## config.mk

```make
export PLATFORM = sky130hd
export DESIGN_NAME = fib_result_fifo
export DESIGN_NICKNAME = d
export VERILOG_FILES = /design/src/rtl/fib_result_fifo.sv
export SDC_FILE = /design/constraint.sdc
export NUM_CORES = 1
export LEC_CHECK = 0
export CORE_UTILIZATION = 45
export CTS_BUF_LIST = sky130_fd_sc_hd__clkbuf_8
export CTS_CLUSTER_SIZE = 28
export DETAILED_ROUTE_END_ITERATION = 10
export PLACE_DENSITY = 0.68
export SYNTH_ARGS = -nofsm -noshare
export SYNTH_HDL_FRONTEND = slang
export SYNTH_SLANG_ARGS = --single-unit
```

## constraint.sdc

```tcl
create_clock -name clk -period 6.5 [get_ports clk]
set_input_delay 0.65 -clock clk [delete_from_list [all_inputs] [get_ports clk]]
set_output_delay 0.65 -clock clk [all_outputs]
set_load 0.1 [all_outputs]
```

## src/rtl/fib_result_fifo.sv

```systemverilog
// fib_result_fifo: collects completed Fibonacci results from the FSM.
// Each rising edge of fib_done captures {data, order, overflow, error} into a
// small FIFO. Entries are offered to the next stage over valid/ready, and
// results that arrive while the FIFO is full are counted in a saturating
// drop counter.
module fib_result_fifo #(
  parameter int DATA_WIDTH = 64,
  parameter int FIB_ORDER  = 16,
  parameter int DEPTH      = 8,
  parameter int CNT_W      = 16
) (
  input  logic                       clk,
  input  logic                       reset_n,
  input  logic                       clear,
  input  logic                       fib_done,
  input  logic [DATA_WIDTH-1:0]      fib_data,
  input  logic [FIB_ORDER-1:0]       fib_order,
  input  logic                       fib_overflw,
  input  logic                       fib_error,
  output logic                       res_valid,
  input  logic                       res_ready,
  output logic [DATA_WIDTH-1:0]      res_data,
  output logic [FIB_ORDER-1:0]       res_order,
  output logic                       res_ovf,
  output logic                       res_err,
  output logic [$clog2(DEPTH):0]     count,
  output logic                       full,
  output logic                       empty,
  output logic [CNT_W-1:0]           drop_cnt
);

  localparam int PTR_W = $clog2(DEPTH);
  localparam int CNT_F = PTR_W + 1;
  localparam logic [CNT_F-1:0] DEPTH_C = CNT_F'(DEPTH);

  // One stored result; packed so a slot reads and writes as a single word.
  typedef struct packed {
    logic [DATA_WIDTH-1:0] data;
    logic [FIB_ORDER-1:0]  order;
    logic                  ovf;
    logic                  err;
  } entry_t;

  entry_t             mem [DEPTH];
  logic [PTR_W-1:0]   wr_ptr;
  logic [PTR_W-1:0]   rd_ptr;
  logic               done_q;

  logic               cap;
  logic               pop;
  logic               push;
  logic               drop;
  entry_t             wr_entry;
  entry_t             head;

  // Edge detect on done, plus the push/pop/drop decisions for this cycle.
  // NOTE: every signal assigned in always_comb gets a default first, so no
  // path leaves it unassigned and no latch is inferred.
  always_comb begin
    cap  = 1'b0;
    pop  = 1'b0;
    push = 1'b0;
    drop = 1'b0;
    if (!clear) begin
      cap  = fib_done & ~done_q;
      pop  = res_valid & res_ready;
      // A pop in the same cycle frees the slot that a full FIFO would lack.
      push = cap & (~full | pop);
      drop = cap & full & ~pop;
    end
  end

  // Pack the incoming result into a storage word.
  always_comb begin
    wr_entry       = '0;
    wr_entry.data  = fib_data;
    wr_entry.order = fib_order;
    wr_entry.ovf   = fib_overflw;
    wr_entry.err   = fib_error;
  end

  // Done edge register; keeps sampling through clear so a held level
  // does not produce a second capture afterwards.
  // NOTE: sequential state uses non-blocking assignments so every register
  // sees the pre-edge value of every other register.
  always_ff @(posedge clk or negedge reset_n) begin
    if (!reset_n) done_q <= 1'b0;
    else          done_q <= fib_done;
  end

  // Result storage; written only on an accepted push.
  // NOTE: the storage array is reset as well, so the head outputs read 0 out
  // of reset instead of whatever the slots powered up with.
  always_ff @(posedge clk or negedge reset_n) begin
    if (!reset_n) begin
      for (int i = 0; i < DEPTH; i++) mem[i] <= '0;
    end else if (push) begin
      mem[wr_ptr] <= wr_entry;
    end
  end

  // Read/write pointers, wrapping naturally at DEPTH (power of two).
  always_ff @(posedge clk or negedge reset_n) begin
    if (!reset_n) begin
      wr_ptr <= '0;
      rd_ptr <= '0;
    end else if (clear) begin
      wr_ptr <= '0;
      rd_ptr <= '0;
    end else begin
      if (push) wr_ptr <= wr_ptr + 1'b1;
      if (pop)  rd_ptr <= rd_ptr + 1'b1;
    end
  end

  // Occupancy: up on push only, down on pop only, unchanged on both.
  always_ff @(posedge clk or negedge reset_n) begin
    if (!reset_n) begin
      count <= '0;
    end else if (clear) begin
      count <= '0;
    end else if (push && !pop) begin
      count <= count + 1'b1;
    end else if (pop && !push) begin
      count <= count - 1'b1;
    end
  end

  // Saturating count of results lost to a full FIFO.
  always_ff @(posedge clk or negedge reset_n) begin
    if (!reset_n) begin
      drop_cnt <= '0;
    end else if (clear) begin
      drop_cnt <= '0;
    end else if (drop && (drop_cnt != '1)) begin
      drop_cnt <= drop_cnt + 1'b1;
    end
  end

  // Head of queue and status flags, read combinationally from storage.
  always_comb begin
    head      = mem[rd_ptr];
    res_data  = head.data;
    res_order = head.order;
    res_ovf   = head.ovf;
    res_err   = head.err;
    full      = (count == DEPTH_C);
    empty     = (count == '0);
    res_valid = ~empty;
  end

endmodule

```

==> flow_summary.json <==
{
  "die_w_um": 267,
  "rsz0062_at_grt": "no",
  "worstPathArrival_ps": 4220,
  "yosysTopAreaCellShare_pct": 54.2,
  "grt_start_max_net_pins": 192,
  "drive_above_1_share_pct": 51.0,
  "slowest_stage": "dfrtp_4",
  "r2r-end": "mem[298]",
  "vias": 17004,
  "leakagePower_nw": 17.0,
  "dp_hpwl_mm": 39.8,
  "synthTopCellsByCount": "dfrtp_1, mux2_2, mux2_4, mux4_2, buf_6",
  "io_pins": 192,
  "cts-root-buf": "clkbuf_8",
  "synth_top_area_cell": "dfrtp_1",
  "clock_skew_ps": 25.1,
  "r2r_slack_ps": 2870,
  "pwr-share-seq_pct": 34.3,
  "crit_path_end_kind": "output pin",
  "top_layer": "met5",
  "fillers": 5640,
  "slowest_delay_ps": 1090,
  "met1_length_mm": 31.4,
  "post-route-period-util_pct": 74.9,
  "place_ws_ps": 2270,
  "dieArea_um2": 71100,
  "tightest_slew_ps": 1140,
  "crit_chain": "buf_4 -> mux4_2 -> mux2_2 -> clkdlybuf4s50_1",
  "grt_pass1_wl_mm": 112,
  "cts_sinks": 683,
  "worst-path-max-fanout": 43,
  "fin_crit_ps": 4870,
  "fmax_mhz": 205,
  "switching_share_pct": 39.9,
  "grt_overflow_total": 0,
  "pwr-share-clk_pct": 25.3,
  "critPathLaunch": "rd_ptr[0]",
  "crit_path_end": "res_data[49]",
  "seq_area_frac_synth_pct": 54.2,
  "drt-total-wl_mm": 69.8,
  "start_util_pct": 45.7,
  "drcViolationCount": 0,
  "pwr_density_cell_nw_per_um2": 415,
  "grtUsageTotal_pct": 20.4,
  "numCtsBuffers": 113,
  "synth_area_leaders": "dfrtp_1, mux2_2, mux4_2, mux2_4, buf_6",
  "synth.cell_area_um2": 31500,
  "cts_tree": "done",
  "p_switching_w": 0.00602,
  "cts-resized-gates": 0,
  "multi_input_area_um2": 13500,
  "insertion_delay_ps": 690,
  "synth_seq_cells": 683,
  "layout_setup_ws_ps": 1630,
  "run_status": "complete, no violations",
  "comb_power_share_pct": 40.4,
  "clkTransAtPathRegs_ps": 60,
  "rr_worst_depth": 6,
  "drt_iter0_drc": 847,
  "critPathKind": "reg2out",
  "yosys_warnings": 0,
  "dr.pass1.iters": 4,
  "row_count": 96,
  "synth_edf_count": 0,
  "hold_viol": 0,
  "wl_met3_mm": 2.57,
  "fin_nets": 2154,
  "critPathTopFamily": "buffers and inverters",
  "vdd.ir_drop.worst_mv": 0.509,
  "grt_pass1_vias": 19004,
  "ys_types": 47,
  "timing.rr.start": "count[0]",
  "slew_viol_final": 0,
  "wl_per_cell_um": 22.7,
  "syn_area_per_cell_um2": 17.1,
  "hold_class": "in2reg",
  "ctsLongestPathBuffers": 3,
  "synthArstFlopShare_pct": 100,
  "antenna_found_initial": 8,
  "syn_inst": 1845,
  "htree_levels": 3,
  "core_area_um2": 68900,
  "drv_cap": 0,
  "path_depth": 4,
  "synth.most_common_cell": "dfrtp_1",
  "cellInternalPower_w": 0.00908,
  "finalSetupTns_ps": 0,
  "cts_setup_buffers": 0,
  "routabilityCongestion": 0.720,
  "crit_path_start_kind": "flop",
  "ant_nets": 0,
  "syn_to_final_growth_pct": 15.5,
  "met2_length_mm": 34.4,
  "dieHeight_um": 267,
  "crit_buf_inv": 2,
  "seq_area_um2": 17100,
  "critPathRequiredTime_ps": 5850,
  "synthFlopType": "dfrtp_1",
  "viasPerCell": 5.52,
  "port-buffer-count": 191,
  "syn_nets": 1938,
  "relSlewSlack_pct": 24.1,
  "setup_violations": 0
}
## cell families (layout without fill, tap and decap cells)
| logic type | after synthesis | count (layout) | share of synthesized area [%] |
|---|---|---|---|
| other | 0 | 2 | 0 |
| adder cells (fa/ha/maj) | 6 | 6 | 0.262 |
| AND/OR/NAND/NOR | 74 | 74 | 1.42 |
| flip-flops | 683 | 683 | 54.2 |
| AO/OA/AOI/OAI | 28 | 28 | 0.536 |
| XOR/XNOR | 14 | 14 | 0.389 |
| buffers and inverters | 134 | 434 | 2.95 |
| multiplexers | 906 | 906 | 40.2 |
## flip-flops by register name (all words and copies together) (netlist names)
| name | flops |
|---|---|
| drop_cnt | 16 |
| rd_ptr | 3 |
| mem | 656 |
| done_q | 1 |
| wr_ptr | 3 |
| count | 4 |
## layout make-up
class,instances,share of cell area [%]
well taps,931,3.20
diodes,2,0.0137
repair buffers,224,6.19
clock buffers,148,5.59
flip-flops and latches,683,47.0
inverters,11,0.113
clock inverters,51,0.770
multi-input cells,1028,37.2
## how the worst min path moves through the flow
stage          cells after the start  startpoint  slack (ps)        to
2_1_floorplan                      0     reset_n         350  count[0]
3_3_place_gp                       1     mem[21]         470   mem[21]
3_5_place_dp                       1     mem[40]         480   mem[40]
4_1_cts                            1    fib_done         380    done_q
5_1_grt                            1    fib_done         420    done_q
6_report                           1    fib_done         460    done_q
## metal layers
metal	vias up	track usage [%]
met1	9235	27.7
met4	12	6.38
met5	-	0
met3	122	3.74
li1	7361	-
met2	274	33.3
## worst reg2reg max path, delay by kind of cell, from the launching register on
kind                   cells  cell delay, ps
AND/OR/NAND/NOR            4            1820
multiplexers               1             440
flip-flops                 1             450
buffers and inverters      1             800
## stage by stage
| step | instances | total power (W) | instance area, µm² | hold WS, ps | util [%] |
|---|---|---|---|---|---|
| final | 3078 | 0.0151 | 36400 | 459 | 52.8 |
| after CTS | 3076 | 0.0153 | 36400 | 381 | 52.8 |
| after detailed placement | 2876 | 0.0114 | 34100 | 480 | 49.4 |
| after floorplan | 1845 | 0.00995 | 31500 | 354 | - |
| after global placement | 2876 | 0.0113 | 34100 | 468 | 49.4 |
| after global routing | 3078 | 0.0157 | 36400 | 423 | 52.8 |
## placed cells by master (no fill, tap or decap), types with 3 or more instances in the layout
cell	count
dfrtp_1	680
mux2_2	546
clkdlybuf4s50_1	190
mux2_4	170
mux4_2	164
clkbuf_8	148
inv_1	45
buf_4	25
mux2_1	22
nor2_1	21
a21oi_1	11
xor2_1	10
clkinv_2	9
or3_1	8
nand4_1	8
o21ai_0	8
nand2_1	7
buf_12	7
and3_1	5
nand3_1	5
ha_1	5
mux2i_1	4
xnor2_1	4
o211ai_1	3
dfrtp_4	3
## power groups by stage
stage	logic, W	clock network, W	registers [W]
2_1_floorplan	0.00485	0	0.00510
3_3_place_gp	0.00611	0	0.00522
3_5_place_dp	0.00615	0	0.00524
4_1_cts	0.00618	0.00394	0.00518
5_1_grt	0.00635	0.00412	0.00525
6_report	0.00610	0.00381	0.00518
## timing repair
| action | 4_1_cts | 5_1_grt |
|---|---|---|
| setup endpoints to repair | 0 | 0 |
| hold buffers | 1 | 0 |
| endpoints found under the hold margin | 84 | 0 |
No activity file was read; power rests on OpenSTA's default activity.
